`src/rtl/cache_fill_arbiter.sv`:
```
// cache_fill_arbiter
//   Miss handler sitting between the I-cache, the D-cache and a single-port
//   main memory. It arbitrates block fills and write-through stores, streams
//   the returned fill words into the requesting cache's data array, and
//   writes that cache's tag together with the last word. A cache keeps its
//   miss (and so its stall) asserted until it sees its tag write.
//
//   Optional feature macro: CRITICAL_WORD_FIRST_EN
//     When defined, a fill starts at the missed word and wraps around the
//     block. The extra outputs i_crit_valid/d_crit_valid pulse with the first
//     fill write so the stalled stage may restart early.
//     When undefined, a fill runs in ascending order from the block base.
//
// Parameters
//   BLOCK_WORDS  16-bit words per block (power of 2, 2..16)
//   ADDR_W       byte address width
//
// Ports
//   clk, rst_n                  clock, asynchronous active-low reset
//   i_miss, i_miss_addr         I-cache miss request / byte address
//   d_miss, d_miss_addr         D-cache miss request / byte address
//   d_wr, d_wr_addr, d_wr_data  write-through store request (held until ack)
//   d_wr_ack                    store issued to memory this cycle
//   mem_en, mem_wr, mem_addr,
//   mem_wdata                   memory request (one per cycle)
//   mem_rdata, mem_rvalid       in-order read return, fixed latency >= 1
//   fill_data, fill_word        registered return word and its block index
//   i_fill_we, d_fill_we        data-array write strobes
//   i_tag_we, d_tag_we          tag/valid write strobes (with last fill word)
//   i_crit_valid, d_crit_valid  first fill word written (feature build only)
//   i_busy, d_busy              fill in progress for that cache
module cache_fill_arbiter #(
  parameter int BLOCK_WORDS = 8,
  parameter int ADDR_W      = 16
) (
  input  logic                           clk,
  input  logic                           rst_n,
  input  logic                           i_miss,
  input  logic [ADDR_W-1:0]              i_miss_addr,
  input  logic                           d_miss,
  input  logic [ADDR_W-1:0]              d_miss_addr,
  input  logic                           d_wr,
  input  logic [ADDR_W-1:0]              d_wr_addr,
  input  logic [15:0]                    d_wr_data,
  output logic                           d_wr_ack,
  output logic                           mem_en,
  output logic                           mem_wr,
  output logic [ADDR_W-1:0]              mem_addr,
  output logic [15:0]                    mem_wdata,
  input  logic [15:0]                    mem_rdata,
  input  logic                           mem_rvalid,
  output logic [15:0]                    fill_data,
  output logic [$clog2(BLOCK_WORDS)-1:0] fill_word,
  output logic                           i_fill_we,
  output logic                           d_fill_we,
  output logic                           i_tag_we,
  output logic                           d_tag_we,
`ifdef CRITICAL_WORD_FIRST_EN
  output logic                           i_crit_valid,
  output logic                           d_crit_valid,
`endif
  output logic                           i_busy,
  output logic                           d_busy
);

  localparam int WW = $clog2(BLOCK_WORDS);
  localparam logic [WW-1:0]     LAST     = WW'(BLOCK_WORDS - 1);
  // Byte-offset bits inside one block; cleared to form the block base.
  localparam logic [ADDR_W-1:0] LOW_MASK = ADDR_W'(2 * BLOCK_WORDS - 1);

  typedef enum logic [2:0] {
    S_IDLE,
    S_WSTORE,
    S_ISSUE,
    S_DRAIN,
    S_DONE
  } state_t;

  state_t              r_state;
  state_t              w_state_nxt;

  logic                r_owner_d;     // 1: fill serves the D-cache
  logic [ADDR_W-1:0]   r_base;
  logic [WW-1:0]       r_issue_cnt;
  logic [WW-1:0]       r_rx_cnt;

  logic                w_start;
  logic                w_start_owner_d;
  logic                w_rx;
  logic                w_rx_last;
  logic [ADDR_W-1:0]   w_miss_addr;
  logic [WW-1:0]       w_issue_word;
  logic [WW-1:0]       w_rx_word;

  logic [15:0]         r_fill_data_p1;
  logic [WW-1:0]       r_fill_word_p1;
  logic                r_i_fill_vld_p1;
  logic                r_d_fill_vld_p1;
  logic                r_i_tag_vld_p1;
  logic                r_d_tag_vld_p1;

  // D has priority over I when both miss on the same edge.
  assign w_miss_addr = d_miss ? d_miss_addr : i_miss_addr;
  assign w_rx_last   = (r_rx_cnt == LAST);

`ifdef CRITICAL_WORD_FIRST_EN
  logic [WW-1:0] r_crit;
  logic          r_i_crit_vld_p1;
  logic          r_d_crit_vld_p1;

  // Block size is a power of two, so WW-bit addition wraps around the block.
  assign w_issue_word = r_crit + r_issue_cnt;
  assign w_rx_word    = r_crit + r_rx_cnt;

  always_ff @(posedge clk or negedge rst_n) begin
    if (!rst_n) begin
      r_crit          <= '0;
      r_i_crit_vld_p1 <= 1'b0;
      r_d_crit_vld_p1 <= 1'b0;
    end else begin
      if (w_start) r_crit <= w_miss_addr[WW:1];
      r_i_crit_vld_p1 <= w_rx && !r_owner_d && (r_rx_cnt == '0);
      r_d_crit_vld_p1 <= w_rx &&  r_owner_d && (r_rx_cnt == '0);
    end
  end

  assign i_crit_valid = r_i_crit_vld_p1;
  assign d_crit_valid = r_d_crit_vld_p1;
`else
  assign w_issue_word = r_issue_cnt;
  assign w_rx_word    = r_rx_cnt;
`endif

  always_ff @(posedge clk or negedge rst_n) begin
    if (!rst_n) r_state <= S_IDLE;
    else        r_state <= w_state_nxt;
  end

  always_comb begin
    w_state_nxt     = r_state;
    w_start         = 1'b0;
    w_start_owner_d = 1'b0;
    w_rx            = 1'b0;
    mem_en          = 1'b0;
    mem_wr          = 1'b0;
    mem_addr        = '0;
    mem_wdata       = '0;
    d_wr_ack        = 1'b0;
    case (r_state)
      S_IDLE: begin
        if (d_wr) begin
          w_state_nxt = S_WSTORE;
        end else if (d_miss || i_miss) begin
          w_start         = 1'b1;
          w_start_owner_d = d_miss;
          w_state_nxt     = S_ISSUE;
        end
      end
      S_WSTORE: begin
        // The store request is held until this ack, so the live inputs are stable.
        mem_en      = 1'b1;
        mem_wr      = 1'b1;
        mem_addr    = d_wr_addr & ~ADDR_W'(1);
        mem_wdata   = d_wr_data;
        d_wr_ack    = 1'b1;
        w_state_nxt = S_IDLE;
      end
      S_ISSUE: begin
        mem_en   = 1'b1;
        mem_addr = r_base | ADDR_W'({w_issue_word, 1'b0});
        w_rx     = mem_rvalid;
        if (r_issue_cnt == LAST) w_state_nxt = S_DRAIN;
      end
      S_DRAIN: begin
        w_rx = mem_rvalid;
        if (w_rx && w_rx_last) w_state_nxt = S_DONE;
      end
      S_DONE: begin
        // One quiet cycle lets the served cache drop its miss before re-arbitration.
        w_state_nxt = S_IDLE;
      end
      default: w_state_nxt = S_IDLE;
    endcase
  end

  always_ff @(posedge clk or negedge rst_n) begin
    if (!rst_n) begin
      r_owner_d   <= 1'b0;
      r_base      <= '0;
      r_issue_cnt <= '0;
      r_rx_cnt    <= '0;
    end else begin
      if (w_start) begin
        r_owner_d   <= w_start_owner_d;
        r_base      <= w_miss_addr & ~LOW_MASK;
        r_issue_cnt <= '0;
        r_rx_cnt    <= '0;
      end
      if (r_state == S_ISSUE) r_issue_cnt <= r_issue_cnt + WW'(1);
      if (w_rx)               r_rx_cnt    <= r_rx_cnt + WW'(1);
    end
  end

  // ---- stage p1: registered return word and its write strobes ----
  always_ff @(posedge clk or negedge rst_n) begin
    if (!rst_n) begin
      r_fill_data_p1  <= '0;
      r_fill_word_p1  <= '0;
      r_i_fill_vld_p1 <= 1'b0;
      r_d_fill_vld_p1 <= 1'b0;
      r_i_tag_vld_p1  <= 1'b0;
      r_d_tag_vld_p1  <= 1'b0;
    end else begin
      if (w_rx) begin
        r_fill_data_p1 <= mem_rdata;
        r_fill_word_p1 <= w_rx_word;
      end
      r_i_fill_vld_p1 <= w_rx && !r_owner_d;
      r_d_fill_vld_p1 <= w_rx &&  r_owner_d;
      r_i_tag_vld_p1  <= w_rx && !r_owner_d && w_rx_last;
      r_d_tag_vld_p1  <= w_rx &&  r_owner_d && w_rx_last;
    end
  end

  assign fill_data = r_fill_data_p1;
  assign fill_word = r_fill_word_p1;
  assign i_fill_we = r_i_fill_vld_p1;
  assign d_fill_we = r_d_fill_vld_p1;
  assign i_tag_we  = r_i_tag_vld_p1;
  assign d_tag_we  = r_d_tag_vld_p1;

  assign i_busy = (r_state inside {S_ISSUE, S_DRAIN, S_DONE}) && !r_owner_d;
  assign d_busy = (r_state inside {S_ISSUE, S_DRAIN, S_DONE}) &&  r_owner_d;

endmodule

```
`config.mk`:
```
export PLATFORM = sky130hd
export DESIGN_NAME = cache_fill_arbiter
export DESIGN_NICKNAME = d
export VERILOG_FILES = /design/src/rtl/cache_fill_arbiter.sv
export SDC_FILE = /design/constraint.sdc
export NUM_CORES = 1
export LEC_CHECK = 0
export ABC_AREA = 1
export CAP_MARGIN = 20
export CORE_MARGIN = 4
export CORE_UTILIZATION = 28
export CTS_BUF_LIST = sky130_fd_sc_hd__clkbuf_8
export CTS_CLUSTER_SIZE = 20
export DETAILED_ROUTE_END_ITERATION = 10
export PLACE_DENSITY = 0.74
export SLEW_MARGIN = 20
export SYNTH_ARGS = -nofsm -noshare
export SYNTH_HDL_FRONTEND = slang
export SYNTH_SLANG_ARGS = --single-unit
```
`constraint.sdc`:
```
create_clock -name clk -period 1.83 [get_ports clk]
set_input_delay 0.4575 -clock clk [delete_from_list [all_inputs] [get_ports clk]]
set_output_delay 0.4575 -clock clk [all_outputs]
set_load 0.02 [all_outputs]
```
======== Word level (Yosys, flattened, before mapping) ========
Cells that the tools add are included.
operators by class
  add/sub/neg operators ................... 2
  equality and inequality tests ........... 9
  mux-type cells .......................... 20
  bitwise operators ....................... 1
  reduce and logical (&&, ||, !) cells .... 16
operators by type and width
  cell                   count
  $mux W16               2
  $pmux W16 S2           1
  $mux W3                7
  $or A16 B4 Y16         1
  $eq A3 B3 Y1 const B   3
  $mux W1                9
  $pmux W3 S3            1
  $logic_and A1 B1 Y1    7
  $add A3 B1 Y3 const B  2
  $eq A3 B2 Y1 const B   2
  $ne A2 B2 Y1 const B   2
  $reduce_bool A2 Y1     2
  $reduce_or A2 Y1       2
  $eq A3 B1 Y1 const B   1
  $logic_not A3 Y1       1
  $ne A3 B3 Y1 const B   1
  $reduce_and A3 Y1      1
  $reduce_bool A3 Y1     1
  $logic_not A1 Y1       1
  $logic_or A1 B1 Y1     1
storage, ports and cells
  flip-flop bits (word level) ............. 45
  input port bits ......................... 86
  output and inout bits ................... 60
  word-level logic and storage cells ...... 59

======== Longest topological paths before layout ========
Gate-level depths: netlist of the first run.
  depth after elaboration ................. 6
  depth in mapped cells ................... 6
  depth with buffers taken out ............ 6

======== Worst setup path before layout of the first run ========
No wires, ideal clock.
  kind .................................... register -> output
  from .................................... register r_state[2]
  to ...................................... output mem_addr[11]
  arrival time ............................ 1164 ps
  required time ........................... 1372 ps
  setup slack ............................. 209 ps
  stages on the path, launching flop included .. 7
  path buffers ............................ 1
  cell sequence ........................... dfrtp_1 -> inv_1 -> nand3_2 -> inv_2 -> buf_6 -> nand2_1 -> nand2_1
on the way
  longest elaborated chain between the ends .. 2
  elaborated cells between the ends (all ways) .. 3
  classes of those cells .................. eq/ne (2); mux (1)
ends and longest elaborated chain
  element                                              line  text
  start, declared                                      79    state_t r_state;
  start signal, assigned                               136   else r_state <= w_state_nxt;
  $eq A3 B2 Y1 / $eq A3 B1 Y1 (equally long branches)  149   case (r_state)
  $pmux W16 S2 *                                       149
  end, declared                                        48    output logic [ADDR_W-1:0] mem_addr,
Mark *: on every way between the ends. The rest lies on a longest branch, timed or not.

======== Worst setup path after layout of the first run ========
  from .................................... register r_state[2]
  to ...................................... output mem_addr[13]
Same word-level chain as after synthesis.

==> results of run 1 <==
## Yosys cell counts (all sizes together)
| library cell | instances |
|---|---|
| nand2 | 95 |
| nand3 | 48 |
| dfrtp | 45 |
| nor2 | 28 |
| o21ai | 28 |
| inv | 26 |
| buf | 15 |
| or2 | 12 |
| clkbuf | 4 |
| ha | 4 |
| nor3 | 3 |
| a21oi | 1 |
| and2 | 1 |
| conb | 1 |
| nand3b | 1 |
| nand4 | 1 |
## power groups by stage
stage | Sequential, uW | Clock, uW | Combinational, uW
final | 1740 | 611 | 4110
after global routing | 1800 | 679 | 4480
after CTS | 1700 | 643 | 3500
after detailed placement | 1700 | 0 | 3630
after global placement | 1700 | 0 | 3550
after floorplan | 1950 | 0 | 1700
## what timing repair did
action	in CTS	in global routing
gates cloned	1	2
endpoints found under the setup margin	36	36
pin swaps	1	11
setup buffers	0	5
resized for setup	154	89
## sequential cells by signal, summed over array words and instances, names as in the netlist
signal / cells
fill_data: 16
r_base: 12
fill_word: 3
r_issue_cnt: 3
r_rx_cnt: 3
r_state: 3
d_fill_we: 1
d_tag_we: 1
i_fill_we: 1
i_tag_we: 1
r_owner_d: 1
## how the worst max path moves through the flow
stage                           startpoint            end  slack, ns
finish              r_state[2]$_DFFE_PN0P_   mem_addr[13]      -0.06
global route        r_state[2]$_DFFE_PN0P_  mem_wdata[10]      -0.15
CTS                 r_state[2]$_DFFE_PN0P_    mem_addr[3]      -0.10
detailed placement           d_wr_data[10]  mem_wdata[10]      -0.32
global placement             d_wr_data[13]  mem_wdata[13]      -0.28
floorplan           r_state[2]$_DFFE_PN0P_   mem_addr[11]       0.21
## per-stage QoR
| stage | setup slack (ns) | utilization, % |
|---|---|---|
| finish | -0.06480 | 51.70 |
| global route | -0.1541 | 51.70 |
| CTS | -0.1032 | 47.70 |
| detailed placement | -0.3163 | 47.47 |
| global placement | -0.2797 | 47.47 |
| floorplan | 0.2085 | - |
## cells in the final DEF (no fill, tap or decap), types with 2 or more instances in the layout
cell type         n
nand3_4           5
nor2_1           23
inv_2             2
o21ai_0          15
inv_6             2
nor2_2            4
nand2_1          77
buf_12            3
buf_2             2
clkbuf_8          6
nand2_2          16
clkdlybuf4s50_1  98
nand3_2           9
or2_2            12
buf_6            19
nor3_2            2
ha_1              4
dfrtp_1          44
clkbuf_2          2
buf_4            33
inv_1            23
clkbuf_16         2
o21ai_1          13
nand3_1          34
## routing by layer
layer  part of all wire [%]  global-route usage [%]
met1                     40                   17.81
met4                    1.3                   3.627
met3                    7.9                   3.668
met5                      0                       0
met2                     51                   24.31
## worst max-delay path: cells and delay by family (launching register included)
kind | cells | cell delay [ns]
flops | 1 | 0.44
simple gates | 3 | 0.39
buf+inv | 2 | 0.32
## final cells by class
| class | instances | share of cell area [%] |
|---|---|---|
| clock buffer | 6 | 1.934 |
| clock inverter | 1 | 0.1759 |
| inverter | 26 | 2.403 |
| multi-input combinational | 223 | 28.60 |
| sequential | 45 | 26.41 |
| tap | 105 | 3.077 |
| timing repair buffer | 160 | 37.19 |
| timing repair inverter | 1 | 0.2052 |
## kinds of logic (layout without fill, tap and decap cells)
kind of cell | Yosys count | count (layout) | synth area share (%)
AOI/OAI and AO/OA | 29 | 29 | 6.054
adders and majority gates | 4 | 4 | 2.088
buffers and inverters | 45 | 194 | 9.395
DFF | 45 | 45 | 46.97
other | 1 | 1 | 0.1564
and+or+nand+nor | 189 | 189 | 35.33
==> impl_metrics.env, run 1 <==
export IMPL_worstSetupStartpointType="flip-flop"
export IMPL_io_pins=146
export IMPL_r2r_end="r_rx_cnt[0]$_DFFE_PN0P_"
export IMPL_cts_root_buf="clkbuf_8"
export IMPL_ant_nets=0
export IMPL_ys_seq_elements=45
export IMPL_p_leak_uw=0.002069
export IMPL_fin_skew_ns=0.008931
export IMPL_dieArea_um2=10110
export IMPL_tightest_slew_ns=0.5759
export IMPL_synth_nets=403
export IMPL_placed_cells=552
export IMPL_crit_slowest_cell="dfrtp_2"
export IMPL_end_kind="output port"
export IMPL_ctsLongestPathBuffers=2
export IMPL_synth_area_leader_cell="dfrtp_1"
export IMPL_worst_r2r_path_depth=7
export IMPL_grt_max_degree=46
export IMPL_rsz0062_at_grt="true"
export IMPL_viasPerCell=4.511
export IMPL_fin_area_um2=4269
export IMPL_status="finished, violations left"
export IMPL_antenna_found_initial=0
export IMPL_slew_violations=0
export IMPL_worstSkewPairLatency_ns=0.29
export IMPL_critPathKind="flip-flop to output port"
export IMPL_reg2reg_from="r_state[2]$_DFFE_PN0P_"
export IMPL_overflow=0
export IMPL_die_w_um=100.5
export IMPL_setup_viol=24
export IMPL_cts_tree="built"
export IMPL_drive_gt1_share_pct=27.27
export IMPL_wl_per_cell_um=13.05
export IMPL_yosys_warnings=0
export IMPL_fin_crit_ns=1.895
export IMPL_numCtsBuffers=5
export IMPL_slew_headroom_pct=61.60
export IMPL_cp_max_fo=5
export IMPL_synth_cell_types=26
export IMPL_grt_pass1_vias=2502
export IMPL_core_area_um2=8258
export IMPL_syn_area_per_cell_um2=7.659
export IMPL_synth_cells=313
export IMPL_dp_hpwl_um=5479
export IMPL_hold_viol=0
export IMPL_multi_input_area_um2=1221
export IMPL_worst_ep_required_time_ns=1.37
export IMPL_finalNetCount=552
export IMPL_syn_cell_area_um2=2397
export IMPL_p_sw_share_pct=43.44
export IMPL_hold_ws_ns=0.2420
export IMPL_powerDensity_nw_per_um2=1514
export IMPL_drc=0
export IMPL_drtPass1Iterations=4
export IMPL_tns_ns=-0.5529
export IMPL_synthTopCellsByArea="dfrtp_1, nand2_1, nand3_1"
export IMPL_place_congestion=0.8232
export IMPL_power_uw=6462
export IMPL_seq_power_share_pct=26.9
export IMPL_rows=33
export IMPL_h_tree_depth=2
export IMPL_grtUsageTotal_pct=14.20
export IMPL_min_path_type="input pin to async pin"
export IMPL_vias=2558
export IMPL_instances_no_fill=567
export IMPL_cts_num_sinks=45
export IMPL_cpPeakStageDelay_ns=0.44
export IMPL_synth_seq_area_share_pct=46.97
export IMPL_power_switching_uw=2807
export IMPL_clk_pin_slew_worst_paths_ns=0.08
export IMPL_wirelength_um=7397
export IMPL_ff_latch_area_um2=1127
export IMPL_setup_ws_ns=-0.06480
export IMPL_fmax_ghz=0.5278
export IMPL_peakVddDrop_mv=0.5360
export IMPL_grt_pass1_wl_um=11810
export IMPL_p_comb_share_pct=63.7
export IMPL_nFillCells=787
export IMPL_post_dp_cell_area_um2=3920
export IMPL_synth_top_cell_area_share_pct=46.97
export IMPL_fin_crit_sh_pct=103.5
export IMPL_area_delta_synth_final_pct=78.08
export IMPL_cts_hold_buf=0
export IMPL_drt_iter0_markers=81
export IMPL_r2r_setup_slack_ns=0.17
export IMPL_max_cap_violations=0
export IMPL_violations="setup timing"
export IMPL_pwr_share_clk_pct=9.5
export IMPL_arrival_ns=1.44
export IMPL_worstPathCellList="nor2_4 -> clkbuf_16 -> nand3_1 -> nand2_2 -> buf_6"
export IMPL_initial_core_util_pct=29.03
export IMPL_io_buffers=135
export IMPL_die_y_um=100.5
export IMPL_antenna_cells=0
export IMPL_p_int_uw=3655
No activity file was read; power rests on OpenSTA's default activity.
==> run 2: changes to the inputs <==
- CORE_UTILIZATION: 28 -> 38
- PLACE_DENSITY: 0.74 -> 0.93
==> impl_metrics.env, run 2 (synthesis gave the netlist of run 1 again) <==
export IMPL_status="finished, violations left"
export IMPL_p_leak_uw=0.002044
export IMPL_end_kind="output port"
export IMPL_fin_skew_ns=0.002838
export IMPL_arrival_ns=1.43
export IMPL_cts_hold_buf=0
export IMPL_fin_crit_ns=1.883
export IMPL_grt_pass1_wl_um=11540
export IMPL_hold_ws_ns=0.1474
export IMPL_largest_reg_flops=16
export IMPL_final_cell_mix="clkdlybuf4s50_1, nand2_1, dfrtp_1"
export IMPL_powerDensity_nw_per_um2=1574
export IMPL_grt_max_degree=32
export IMPL_slew_headroom_pct=62.17
export IMPL_cts_tree="built"
export IMPL_ant_nets=0
export IMPL_slew_violations=0
export IMPL_drt_iter0_markers=96
export IMPL_setup_ws_ns=-0.05298
export IMPL_critPathKind="flip-flop to output port"
export IMPL_tightest_slew_ns=0.5674
export IMPL_peakVddDrop_mv=0.9905
export IMPL_drtPass1Iterations=4
export IMPL_initial_core_util_pct=39.78
export IMPL_setup_viol=25
export IMPL_cts_root_buf="clkbuf_8"
export IMPL_numCtsBuffers=5
export IMPL_violations="setup timing"
export IMPL_worstSkewPairLatency_ns=0.29
export IMPL_rows=28
export IMPL_io_buffers=135
export IMPL_h_tree_depth=2
export IMPL_fin_crit_sh_pct=102.9
export IMPL_fmax_ghz=0.5311
export IMPL_cp_max_fo=17
export IMPL_wirelength_um=7546
export IMPL_finalNetCount=544
export IMPL_antenna_cells=0
export IMPL_dieArea_um2=7643
export IMPL_grt_pass1_vias=2548
export IMPL_vias=2546
export IMPL_dp_hpwl_um=5464
export IMPL_cts_num_sinks=45
export IMPL_post_dp_cell_area_um2=3865
export IMPL_drc=0
export IMPL_min_path_type="input pin to async pin"
export IMPL_core_area_um2=6026
export IMPL_wl_per_cell_um=14.24
export IMPL_die_y_um=87.43
export IMPL_die_w_um=87.43
export IMPL_io_pins=146
export IMPL_ctsLongestPathBuffers=2
export IMPL_max_cap_violations=0
export IMPL_overflow=0
export IMPL_worstSetupStartpointType="flip-flop"
export IMPL_grtUsageTotal_pct=18.95
export IMPL_worst_ep_required_time_ns=1.37
export IMPL_place_congestion=0.8423
export IMPL_layout_commonest_cell="clkdlybuf4s50_1"
export IMPL_hold_viol=0
export IMPL_antenna_found_initial=0
export IMPL_rsz0062_at_grt="true"
export IMPL_fin_area_um2=4172
export IMPL_drive_gt1_share_pct=25.27
export IMPL_clk_pin_slew_worst_paths_ns=0.09
export IMPL_area_delta_synth_final_pct=74.01
export IMPL_viasPerCell=4.804
[run 2: cell types whose count changed in the layout (fill, tap and decap cells not counted), moves of 8 or more]
cell,before,now
nand2_1,77,86
buf_4,33,21
nor2_1,23,10
nand3_1,34,42
nor2_2,4,16
nand2_2,16,8
[run 2: repair_timing]
item                                    CTS  global route
resized for setup                       171            71
gates cloned                              1             2
buffers inserted                          0             1
endpoints found under the setup margin   36            34
pin swaps                                 0             6
[run 2: per-layer routing]
layer	vias to the layer above	share of wire (%)	global-route usage [%]
li1	1272	-	-
met1	1152	36	19.71
met2	106	53	36.44
met3	16	9.2	5.393
met4	0	2.0	5.300
met5	-	0	0
[run 2: stage by stage]
step | setup TNS, ns | instances | total power (uW) | util [%] | setup slack (ns)
floorplan | 0 | 313 | 3647 | - | 0.2085
CTS | -1.331 | 527 | 6124 | 65.61 | -0.1082
global route | -3.181 | 530 | 6974 | 69.23 | -0.1371
finish | -0.6466 | 530 | 6566 | 69.23 | -0.05298
global placement | -8.520 | 518 | 5165 | 64.14 | -0.2969
detailed placement | -9.171 | 518 | 5286 | 64.14 | -0.3138
[run 2: final cells by class]
cell class	count	area (um^2)
Fill cell	487	1854
Timing Repair Buffer	152	1549
Multi-Input combinational cell	223	1152
Sequential cell	45	1127
Inverter	26	102.6
Tap cell	75	93.84
Clock buffer	5	68.82
Clock inverter	3	68.82
Timing Repair inverter	1	8.758
[run 2: power breakdown]
part / internal (uW) / switching (uW) / total [uW]
sequential: 1430 / 291 / 1720
clock: 550 / 348 / 897
combinational: 1810 / 2140 / 3950
total: 3780 / 2780 / 6570
[run 2: worst paths after layout]
check / startpoint / end / slack (ns) / cells past startpoint
min in group clk: fill_data[13]$_DFFE_PN0P_ / fill_data[13]$_DFFE_PN0P_ / 0.47 / 2
max: r_state[2]$_DFFE_PN0P_ / mem_wdata[12] / -0.05 / 5
min reg2reg: fill_data[13]$_DFFE_PN0P_ / fill_data[13]$_DFFE_PN0P_ / 0.47 / 2
min: rst_n / r_base[15]$_DFFE_PN0P_ / 0.15 / 1
max in group asynchronous: rst_n / r_rx_cnt[1]$_DFFE_PN0P_ / 1.16 / 2
max reg2reg: r_state[2]$_DFFE_PN0P_ / r_rx_cnt[0]$_DFFE_PN0P_ / 0.11 / 7
[run 2: worst max-delay path, stage by stage (launching register included)]
cell and delay [ns]:
dfrtp_2 0.45, inv_2 0.09, nand3_4 0.15, buf_12 0.21
nor2_2 0.09, buf_4 0.15
==> run 3: changes to the inputs <==
- ABC_AREA: 1 -> not set
- CTS_CLUSTER_DIAMETER: not set -> 150
- PLACE_DENSITY: 0.93 -> 0.94
==> impl_metrics.env, run 3 <==
export IMPL_status="finished, violations left"
export IMPL_violations="setup timing"
export IMPL_antenna_cells=0
export IMPL_overflow=0
export IMPL_die_w_um=86.03
export IMPL_tns_ns=-5.938
export IMPL_grt_pass1_wl_um=11630
export IMPL_powerDensity_nw_per_um2=1431
export IMPL_end_kind="output port"
export IMPL_rsz0062_at_grt="true"
export IMPL_hold_viol=0
export IMPL_synth_top_cell_area_share_pct=48.67
export IMPL_slew_violations=0
export IMPL_worstSkewPairLatency_ns=0.29
export IMPL_r2r_setup_slack_ns=-0.03
export IMPL_synth_common_cells="nand2_1, dfrtp_1, mux2_2"
export IMPL_syn_area_per_cell_um2=10.24
export IMPL_max_cap_violations=0
export IMPL_yosys_warnings=0
export IMPL_power_uw=6105
export IMPL_synth_most_common_cell="nand2_1"
export IMPL_cts_hold_buf=0
export IMPL_fmax_ghz=0.4912
export IMPL_synthArstFlopShare_pct=100.0
export IMPL_dieArea_um2=7400
export IMPL_ant_nets=0
export IMPL_viasPerCell=4.938
export IMPL_synth_seq_area_share_pct=48.67
export IMPL_wl_per_cell_um=17.73
export IMPL_syn_cell_area_um2=2313
export IMPL_min_path_type="input pin to async pin"
export IMPL_numCtsBuffers=5
export IMPL_synthFlopType="dfrtp_1"
export IMPL_wirelength_um=7994
export IMPL_dp_hpwl_um=5363
export IMPL_drt_iter0_markers=105
export IMPL_rows=28
export IMPL_clk_pin_slew_worst_paths_ns=0.09
export IMPL_worst_ep_required_time_ns=1.37
export IMPL_place_congestion=0.8104
export IMPL_setup_viol=41
export IMPL_peakVddDrop_mv=0.8134
export IMPL_fin_skew_ns=0.006925
export IMPL_area_delta_synth_final_pct=84.42
export IMPL_drive_gt1_share_pct=31.65
export IMPL_setup_ws_ns=-0.2060
export IMPL_p_leak_uw=0.001970
export IMPL_synth_area_leader_cell="dfrtp_1"
export IMPL_final_util_pct=72.06
export IMPL_finalNetCount=465
export IMPL_core_area_um2=5921
export IMPL_critPathKind="flip-flop to output port"
export IMPL_h_tree_depth=2
export IMPL_grt_max_degree=27
export IMPL_worst_r2r_path_depth=7
export IMPL_die_y_um=86.03
export IMPL_drtPass1Iterations=4
export IMPL_final_cell_mix="clkdlybuf4s50_1, nand2_1, dfrtp_1"
export IMPL_layout_commonest_cell="clkdlybuf4s50_1"
export IMPL_ys_seq_elements=45
export IMPL_synthTopCellsByArea="dfrtp_1, nand2_1, mux2_2"
export IMPL_largest_reg_flops=16
export IMPL_cts_root_buf="clkbuf_8"
export IMPL_grt_pass1_vias=2284
export IMPL_cp_max_fo=17
export IMPL_ctsLongestPathBuffers=2
export IMPL_antenna_found_initial=0
export IMPL_synth_edf_count=0
export IMPL_synth_cells=226
export IMPL_grtUsageTotal_pct=20.15
export IMPL_initial_core_util_pct=39.07
export IMPL_placed_cells=431
export IMPL_cts_tree="built"
export IMPL_cts_num_sinks=45
export IMPL_vias=2227
export IMPL_instances_no_fill=451
export IMPL_arrival_ns=1.58
export IMPL_ff_latch_area_um2=1127
export IMPL_io_buffers=135
export IMPL_io_pins=146
export IMPL_synth_nets=316
export IMPL_drc=0
export IMPL_fin_crit_sh_pct=111.3
export IMPL_fin_crit_ns=2.036
export IMPL_worstSetupStartpointType="flip-flop"
export IMPL_multi_input_area_um2=1150
export IMPL_nFillCells=410
export IMPL_synth_cell_types=32
run 3: final cells by class:
cell class | instances | share of cell area, %
Clock buffer | 5 | 1.613
Clock inverter | 3 | 1.085
Inverter | 1 | 0.08798
Multi-Input combinational cell | 162 | 26.95
Sequential cell | 45 | 26.42
Tap cell | 75 | 2.199
Timing Repair Buffer | 160 | 41.64
run 3: worst paths after layout:
path / startpoint / to
max in group asynchronous: rst_n / r_state[2]$_DFFE_PN0P_
min in group clk: fill_data[7]$_DFFE_PN0P_ / fill_data[7]$_DFFE_PN0P_
setup reg to reg: r_state[2]$_DFFE_PN0P_ / r_base[12]$_DFFE_PN0P_
hold reg to reg: fill_data[7]$_DFFE_PN0P_ / fill_data[7]$_DFFE_PN0P_
hold / removal: rst_n / fill_data[1]$_DFFE_PN0P_
setup / recovery: r_state[2]$_DFFE_PN0P_ / mem_addr[15]
run 3: layer usage:
metal  track usage (%)  up-vias  share of wire, %
li1                  -     1049                 -
met1             23.86     1093                39
met2             35.39       68                53
met3             4.035       17               4.7
met4             8.345        0               2.5
met5                 0        -                 0
run 3: stage by stage:
stage / setup slack [ns] / area (um^2) / hold WS (ns)
after detailed placement: -0.3314 / 3810 / 0.4428
final: -0.2060 / 4267 / 0.1082
after floorplan: 0.03162 / 2315 / 0.1619
after CTS: -0.1867 / 4118 / 0.1164
after global placement: -0.3040 / 3810 / 0.4383
after global routing: -0.2876 / 4267 / 0.1457
run 3: critical path: stages, from the launching register on:
cell and delay, ns:
dfrtp_2 0.44, buf_6 0.14, nor3b_4 0.21, buf_12 0.18
a22o_1 0.18, buf_6 0.13
run 3: report_power, final:
| group | total (uW) | switching [uW] | internal, uW | leakage (uW) |
|---|---|---|---|---|
| Clock | 753 | 344 | 409 | 0.0000543 |
| Combinational | 3680 | 1710 | 1960 | 0.00136 |
| Sequential | 1680 | 282 | 1390 | 0.000553 |
run 3: timing repair:
action,in CTS,in global routing
setup buffers,3,6
resized for setup,236,16
gates cloned,3,2
endpoints found under the hold margin,0,0
pin swaps,6,11
setup endpoints to repair,36,44
run 3: kinds of logic after synthesis:
family          synth area share (%)
buf+inv                        5.462
fa+ha+maj                      2.163
mux                            12.76
simple gates                   21.96
compound gates                 8.816
other cells                   0.1621
flops                          48.67
